<file path="src/rtl/axi_lite_arb_pkg.sv">
// ============================================================================
//  Module : axi_lite_arb_pkg
//  Brief  : Shared state encodings and AXI response codes for the memory arbiter.
//  Rev    : 1.0
// ============================================================================
`default_nettype none

package axi_lite_arb_pkg;

   typedef logic [1:0] rd_state_t;
   localparam rd_state_t R_IDLE  = 2'd0;
   localparam rd_state_t R_ADDR  = 2'd1;
   localparam rd_state_t R_DATA  = 2'd2;

   typedef logic [1:0] wr_state_t;
   localparam wr_state_t W_IDLE  = 2'd0;
   localparam wr_state_t W_ISSUE = 2'd1;
   localparam wr_state_t W_RESP  = 2'd2;

   localparam logic [1:0] OKAY   = 2'b00;
   localparam logic [1:0] SLVERR = 2'b10;
   localparam logic [1:0] DECERR = 2'b11;

endpackage

`default_nettype wire

</file>
<file path="src/rtl/axi_lite_mem_arbiter_rr_arb2.sv">
// ============================================================================
//  Module : rr_arb2
//  Brief  : Two-requester round-robin picker; ptr breaks ties only.
//  Rev    : 1.0
// ============================================================================
`default_nettype none

module rr_arb2 (
   input  logic [1:0] req,
   input  logic       ptr,
   output logic       grant,
   output logic       any
);

   assign any   = |req;
   // A lone requester always wins regardless of the pointer.
   assign grant = (&req) ? ptr : req[1];

endmodule

`default_nettype wire

</file>
<file path="src/rtl/axi_lite_mem_arbiter.sv">
// ============================================================================
//  Module : axi_lite_mem_arbiter
//  Brief  : 2:1 AXI4-Lite arbiter, independent round-robin read and write paths.
//  Rev    : 1.0
// ============================================================================
`default_nettype none

module axi_lite_mem_arbiter
   import axi_lite_arb_pkg::*;
#(
   parameter int ADDR_W   = 64,
   parameter int DATA_W   = 64,
   parameter int INIT_PRI = 1
) (
   input  logic                CLK,
   input  logic                RST,
   // master 0 (IMEM)
   input  logic                S0_AXI_arvalid,
   input  logic [ADDR_W-1:0]   S0_AXI_araddr,
   input  logic [2:0]          S0_AXI_arprot,
   output logic                S0_AXI_arready,
   output logic [DATA_W-1:0]   S0_AXI_rdata,
   output logic [1:0]          S0_AXI_rresp,
   output logic                S0_AXI_rvalid,
   input  logic                S0_AXI_rready,
   input  logic                S0_AXI_awvalid,
   input  logic [ADDR_W-1:0]   S0_AXI_awaddr,
   input  logic [2:0]          S0_AXI_awprot,
   output logic                S0_AXI_awready,
   input  logic                S0_AXI_wvalid,
   input  logic [DATA_W-1:0]   S0_AXI_wdata,
   input  logic [DATA_W/8-1:0] S0_AXI_wstrb,
   output logic                S0_AXI_wready,
   output logic [1:0]          S0_AXI_bresp,
   output logic                S0_AXI_bvalid,
   input  logic                S0_AXI_bready,
   // master 1 (DMEM)
   input  logic                S1_AXI_arvalid,
   input  logic [ADDR_W-1:0]   S1_AXI_araddr,
   input  logic [2:0]          S1_AXI_arprot,
   output logic                S1_AXI_arready,
   output logic [DATA_W-1:0]   S1_AXI_rdata,
   output logic [1:0]          S1_AXI_rresp,
   output logic                S1_AXI_rvalid,
   input  logic                S1_AXI_rready,
   input  logic                S1_AXI_awvalid,
   input  logic [ADDR_W-1:0]   S1_AXI_awaddr,
   input  logic [2:0]          S1_AXI_awprot,
   output logic                S1_AXI_awready,
   input  logic                S1_AXI_wvalid,
   input  logic [DATA_W-1:0]   S1_AXI_wdata,
   input  logic [DATA_W/8-1:0] S1_AXI_wstrb,
   output logic                S1_AXI_wready,
   output logic [1:0]          S1_AXI_bresp,
   output logic                S1_AXI_bvalid,
   input  logic                S1_AXI_bready,
   // shared slave
   output logic                M_AXI_arvalid,
   output logic [ADDR_W-1:0]   M_AXI_araddr,
   output logic [2:0]          M_AXI_arprot,
   input  logic                M_AXI_arready,
   input  logic [DATA_W-1:0]   M_AXI_rdata,
   input  logic [1:0]          M_AXI_rresp,
   input  logic                M_AXI_rvalid,
   output logic                M_AXI_rready,
   output logic                M_AXI_awvalid,
   output logic [ADDR_W-1:0]   M_AXI_awaddr,
   output logic [2:0]          M_AXI_awprot,
   input  logic                M_AXI_awready,
   output logic                M_AXI_wvalid,
   output logic [DATA_W-1:0]   M_AXI_wdata,
   output logic [DATA_W/8-1:0] M_AXI_wstrb,
   input  logic                M_AXI_wready,
   input  logic [1:0]          M_AXI_bresp,
   input  logic                M_AXI_bvalid,
   output logic                M_AXI_bready,
   output logic                rd_owner,
   output logic                wr_owner
);

   localparam logic PRI0 = 1'(INIT_PRI);

   // ---------------------------------------------------------------- read path
   rd_state_t           rd_state;
   logic                rd_ptr;
   logic [ADDR_W-1:0]   rd_addr;
   logic [2:0]          rd_prot;
   logic                rd_grant;
   logic                rd_any;
   logic                rd_take;
   logic                rd_data_ph;

   rr_arb2 u_rd_arb (
      .req   ({S1_AXI_arvalid, S0_AXI_arvalid}),
      .ptr   (rd_ptr),
      .grant (rd_grant),
      .any   (rd_any)
   );

   assign rd_take        = (rd_state == R_IDLE) && rd_any;
   assign rd_data_ph     = (rd_state == R_DATA);
   assign S0_AXI_arready = rd_take && !rd_grant;
   assign S1_AXI_arready = rd_take &&  rd_grant;

   assign M_AXI_arvalid  = (rd_state == R_ADDR);
   assign M_AXI_araddr   = rd_addr;
   assign M_AXI_arprot   = rd_prot;
   assign M_AXI_rready   = rd_data_ph && (rd_owner ? S1_AXI_rready : S0_AXI_rready);

   assign S0_AXI_rvalid  = rd_data_ph && !rd_owner && M_AXI_rvalid;
   assign S1_AXI_rvalid  = rd_data_ph &&  rd_owner && M_AXI_rvalid;
   assign S0_AXI_rdata   = M_AXI_rdata;
   assign S1_AXI_rdata   = M_AXI_rdata;
   assign S0_AXI_rresp   = M_AXI_rresp;
   assign S1_AXI_rresp   = M_AXI_rresp;

   always_ff @(posedge CLK) begin
      if (RST) begin
         rd_state <= R_IDLE;
         rd_ptr   <= PRI0;
         rd_owner <= PRI0;
         rd_addr  <= '0;
         rd_prot  <= '0;
      end else begin
         case (rd_state)
            R_IDLE: if (rd_take) begin
               rd_owner <= rd_grant;
               rd_addr  <= rd_grant ? S1_AXI_araddr : S0_AXI_araddr;
               rd_prot  <= rd_grant ? S1_AXI_arprot : S0_AXI_arprot;
               rd_state <= R_ADDR;
            end
            R_ADDR: if (M_AXI_arready) rd_state <= R_DATA;
            R_DATA: if (M_AXI_rvalid && M_AXI_rready) begin
               rd_ptr   <= !rd_owner;
               rd_state <= R_IDLE;
            end
            default: rd_state <= R_IDLE;
         endcase
      end
   end

   // --------------------------------------------------------------- write path
   wr_state_t           wr_state;
   logic                wr_ptr;
   logic [ADDR_W-1:0]   wr_addr;
   logic [2:0]          wr_prot;
   logic [DATA_W-1:0]   wr_data;
   logic [DATA_W/8-1:0] wr_strb;
   logic                aw_pend;
   logic                w_pend;
   logic                aw_next;
   logic                w_next;
   logic                wr_grant;
   logic                wr_any;
   logic                wr_take;
   logic                wr_resp_ph;

   rr_arb2 u_wr_arb (
      .req   ({S1_AXI_awvalid && S1_AXI_wvalid, S0_AXI_awvalid && S0_AXI_wvalid}),
      .ptr   (wr_ptr),
      .grant (wr_grant),
      .any   (wr_any)
   );

   assign wr_take        = (wr_state == W_IDLE) && wr_any;
   assign wr_resp_ph     = (wr_state == W_RESP);
   assign S0_AXI_awready = wr_take && !wr_grant;
   assign S0_AXI_wready  = wr_take && !wr_grant;
   assign S1_AXI_awready = wr_take &&  wr_grant;
   assign S1_AXI_wready  = wr_take &&  wr_grant;

   // Address and data channels retire independently; pend flags track each.
   assign aw_next        = aw_pend && !M_AXI_awready;
   assign w_next         = w_pend  && !M_AXI_wready;

   assign M_AXI_awvalid  = aw_pend;
   assign M_AXI_awaddr   = wr_addr;
   assign M_AXI_awprot   = wr_prot;
   assign M_AXI_wvalid   = w_pend;
   assign M_AXI_wdata    = wr_data;
   assign M_AXI_wstrb    = wr_strb;
   assign M_AXI_bready   = wr_resp_ph && (wr_owner ? S1_AXI_bready : S0_AXI_bready);

   assign S0_AXI_bvalid  = wr_resp_ph && !wr_owner && M_AXI_bvalid;
   assign S1_AXI_bvalid  = wr_resp_ph &&  wr_owner && M_AXI_bvalid;
   assign S0_AXI_bresp   = M_AXI_bresp;
   assign S1_AXI_bresp   = M_AXI_bresp;

   always_ff @(posedge CLK) begin
      if (RST) begin
         wr_state <= W_IDLE;
         wr_ptr   <= PRI0;
         wr_owner <= PRI0;
         wr_addr  <= '0;
         wr_prot  <= '0;
         wr_data  <= '0;
         wr_strb  <= '0;
         aw_pend  <= 1'b0;
         w_pend   <= 1'b0;
      end else begin
         case (wr_state)
            W_IDLE: if (wr_take) begin
               wr_owner <= wr_grant;
               wr_addr  <= wr_grant ? S1_AXI_awaddr : S0_AXI_awaddr;
               wr_prot  <= wr_grant ? S1_AXI_awprot : S0_AXI_awprot;
               wr_data  <= wr_grant ? S1_AXI_wdata  : S0_AXI_wdata;
               wr_strb  <= wr_grant ? S1_AXI_wstrb  : S0_AXI_wstrb;
               aw_pend  <= 1'b1;
               w_pend   <= 1'b1;
               wr_state <= W_ISSUE;
            end
            W_ISSUE: begin
               aw_pend <= aw_next;
               w_pend  <= w_next;
               if (!aw_next && !w_next) wr_state <= W_RESP;
            end
            W_RESP: if (M_AXI_bvalid && M_AXI_bready) begin
               wr_ptr   <= !wr_owner;
               wr_state <= W_IDLE;
            end
            default: wr_state <= W_IDLE;
         endcase
      end
   end

endmodule

`default_nettype wire
</file>
<file path="config.mk">
export PLATFORM = sky130hd
export DESIGN_NAME = axi_lite_mem_arbiter
export DESIGN_NICKNAME = d
export VERILOG_FILES = /design/src/rtl/axi_lite_arb_pkg.sv /design/src/rtl/axi_lite_mem_arbiter_rr_arb2.sv /design/src/rtl/axi_lite_mem_arbiter.sv
export SDC_FILE = /design/constraint.sdc
export NUM_CORES = 1
export LEC_CHECK = 0
export ABC_CLOCK_PERIOD_IN_PS = 1540
export CAP_MARGIN = 25
export CORE_AREA = 4 4 329 331
export CTS_CLUSTER_DIAMETER = 80
export DETAILED_ROUTE_END_ITERATION = 12
export DIE_AREA = 0 0 333 335
export GPL_TIMING_DRIVEN = 0
export SKIP_CTS_REPAIR_TIMING = 1
export SLEW_MARGIN = 20
export SYNTH_ARGS = -nofsm -noshare
export SYNTH_HDL_FRONTEND = slang
export SYNTH_SLANG_ARGS = --single-unit
</file>
<file path="constraint.sdc">
create_clock -name CLK -period 1.54 [get_ports CLK]
set_input_delay 0.154 -clock CLK [delete_from_list [all_inputs] [get_ports CLK]]
set_output_delay 0.154 -clock CLK [all_outputs]
set_load 0.03 [all_outputs]
</file>
==> results of run 1 <==
-- power groups by stage --
stage                     Sequential, mW  Combinational [mW]  Clock (mW)
final                               6.50                8.29        7.99
after global placement              6.59                7.19           0
after detailed placement            6.60                7.23           0
after CTS                           6.49                7.25        8.23
after floorplan                     7.55                2.42           0
after global routing                6.55                8.66        8.39
-- cells by family (layout without fill, tap and decap cells) --
kind of cell / after synthesis / after routing
compound gates: 501 / 501
mux: 2 / 2
other cells: 0 / 16
simple gates: 100 / 100
buf+inv: 434 / 1338
flops: 216 / 216
-- per-layer routing --
| layer | up-vias | track usage (%) | routed length, um |
|---|---|---|---|
| met5 | - | 0 | 82 |
| met4 | 12 | 4.18 | 2980 |
| met3 | 173 | 4.99 | 8950 |
| met2 | 843 | 24.8 | 43100 |
| met1 | 6925 | 18.8 | 37700 |
| li1 | 6478 | - | - |
-- per-stage QoR --
step	setup slack, ns	hold WS [ns]	utilization [%]	power (mW)
after floorplan	0.0491	0.292	-	9.97
after global placement	-1.80	0.469	19.8	13.8
after detailed placement	-1.08	0.469	19.8	13.8
after CTS	-1.74	0.115	20.9	22.0
after global routing	-0.529	0.165	23.1	23.6
final	-0.417	0.151	23.1	22.8
-- how the worst max path moves through the flow --
stage / slack [ns] / cells after the start / startpoint / to
floorplan: 0.05 / 4 / rd_state[0] / S0_AXI_arready
global placement: -1.80 / 5 / RST / M_AXI_araddr[12]
detailed placement: -1.08 / 6 / rd_state[0] / S0_AXI_arready
CTS: -1.74 / 6 / rd_state[0] / S0_AXI_arready
global route: -0.53 / 12 / rd_state[1] / M_AXI_araddr[23]
finish: -0.42 / 12 / rd_state[1] / M_AXI_araddr[23]
-- state kept, by name (all words and copies together) (netlist names) --
signal         count
M_AXI_awvalid      1
M_AXI_awaddr      64
rd_owner           1
rd_state           2
M_AXI_araddr      64
rd_ptr             1
M_AXI_wstrb        8
wr_state           2
M_AXI_wdata       64
wr_owner           1
M_AXI_awprot       3
M_AXI_wvalid       1
M_AXI_arprot       3
wr_ptr             1
-- final cells by class --
cell class | count | area [um2]
Tap cell | 1391 | 1740
Antenna cell | 16 | 40.0
Sequential cell | 216 | 4350
Clock buffer | 46 | 1010
Timing Repair Buffer | 850 | 9290
Buffer | 284 | 2120
Multi-Input combinational cell | 603 | 5130
Clock inverter | 14 | 129
Fill cell | 11400 | 80800
Inverter | 144 | 541
-- cells in the final DEF (no fill, tap or decap), drive strengths merged, types with 4 or more instances in the layout --
| cell type | n |
|---|---|
| a31oi | 68 |
| o2111ai | 67 |
| nor2 | 6 |
| nand2b | 4 |
| a211oi | 140 |
| dlymetal6s2s | 200 |
| clkdlybuf4s50 | 561 |
| clkbuf | 156 |
| nand4 | 67 |
| buf | 263 |
| clkinv | 5 |
| o21ai | 72 |
| dfxtp | 216 |
| a221o | 139 |
| nor2b | 5 |
| diode | 16 |
| nand2 | 6 |
| a21oi | 7 |
| inv | 152 |
-- worst min-delay path, delay by kind of cell --
kind / cells / cell delay, ns
buffers and inverters: 1 / 0.21
AOI/OAI and AO/OA: 2 / 0.30
==> metrics.yaml, run 1 <==
status: "finished, violations left"
violations: "setup timing"
comb_power_share_pct: 36.4
io_buffers: 784
cts_buffers: 34
htreeDepth: 2
die-width_um: 333
yosysTopAreaCellShare_pct: 38.5
dp_cells: 3430
areaGrowthSynthToFinish_pct: 117
p_clk_share_pct: 35.1
vias_per_cell: 4.05
antenna_found_initial: 50
finalWeightedCongestion: 0.911
synth.most_common_cell: "dfxtp_1"
die_h_um: 335
wire_per_inst_um: 26.0
r2r_cells: 12
yosys_warnings: 0
period_share_pct: 127
ys.flop_type: "dfxtp_1"
fin_nets: 2630
min_from: "S0_AXI_arvalid"
dp_hpwl_um: 76800
clk_latency_ns: 0.56
synth_common_cells: "216 x dfxtp_1, 142 x inv_1, 140 x buf_4"
fmax_mhz: 511
cts.path.max_buffers: 3
path_buf_inv: 9
dr.pass1.iters: 5
fin_crit_ns: 1.96
grt_pass1_vias: 13900
worst_slew_margin_rel_pct: 32.2
cp_cell_sequence: "nor2_4 -> buf_12 -> buf_4 -> buf_6 -> buf_6 -> buf_6 -> buf_6 -> buf_6 -> clkbuf_16 -> buf_12 -> o2111ai_2 -> a31oi_1"
avgSynthCellArea_um2: 8.95
synthSimpleGateAreaFrac_pct: 5.67
ir_worst_vdd_uv: 751
tightest_slew_ns: 1.02
power_switching_share_pct: 35.1
grt_overflow: 0
synthDistinctLibCells: 37
synth_area_leaders: "dfxtp_1 39%, a221o_1 12%, buf_4 9.4%, a211oi_1 9.3%, o2111ai_1 5.2%"
die-area_um2: 112000
route.vias.total: 14400
ys_seq_area_share_pct: 38.5
synth_fa_ha_area_share_pct: 0
regToRegSetupSlack_ns: -0.42
holdPathStages: 3
hp-class: "in -> reg"
ys_seq_elements: 216
syn_nets: 1750
synth_compound_area_share_pct: 35.1
critPathKind: "reg -> reg"
setup_tns_ns: -35.44
grt_setup_unrepaired: "true"
clkTransAtPathRegs_ns: 0.06
drv_slew: 0
start_kind: "register"
clkSinkCount: 216
grt.total_usage_pct: 15.1
synthMuxAreaShare_pct: 0.178
critPathMaxStageDelay_ns: 0.36
synth_edf_count: 0
drt_iter0_drc: 837
power_density_nw_per_um2: 936
drive_gt1_share_pct: 22.1
core-area_um2: 105000
cts_tree: "yes"
post-route-cell-area_um2: 24300
dpl_cell_area_um2: 20800
finalWirelength_um: 92800
synthesis.instances: 1253
synth_top_family_by_area: "compound AO/OA/AOI/OAI gates"
min_to: "rd_owner"
p_leak_nw: 11.6
grt_max_degree: 13
r2r_start: "rd_state[1]"
setup_violations: 194
power.internal_mw: 14.8
crit_arrival_ns: 2.42
grt_pass1_wl_um: 118000
p_seq_share_pct: 28.5
crit_path_end_kind: "register"
power.switching_mw: 8.00
worst_ep_required_time_ns: 2.00
synth_top_cell_by_area: "dfxtp_1"
rows: 119
synth_xor_area_share_pct: 0
slowest_stage: "dfxtp_4"
skew_ns: 0.0142
cpMostUsedCell: "buf_6"
crit_family: "buffers and inverters"
synthArstFlopShare_pct: 0
cts_root_buffer: "clkbuf_16"
cap_violations: 0
ant_nets: 0
instances_no_fill: 3564
r2r-end: "M_AXI_araddr[23]"
worstPathMaxFanout: 6
io-pin-count: 856
worst_slack_ns: -0.417
hold_viol: 0
drc: 0
synth_area_um2: 11200
initial_core_util_pct: 10.7
Note: power is estimated with default switching activity, not from simulation.
==> inputs of run 2 (changes only) <==
--- a/config.mk
+++ b/config.mk
@@ -5,7 +5,6 @@
 export SDC_FILE = /design/constraint.sdc
 export NUM_CORES = 1
 export LEC_CHECK = 0
-export ABC_CLOCK_PERIOD_IN_PS = 1540
 export CAP_MARGIN = 25
 export CORE_AREA = 4 4 329 331
 export CTS_CLUSTER_DIAMETER = 80
==> results of run 2 <==
No change in the layout: final DEF, timing and power equal those of run 1.
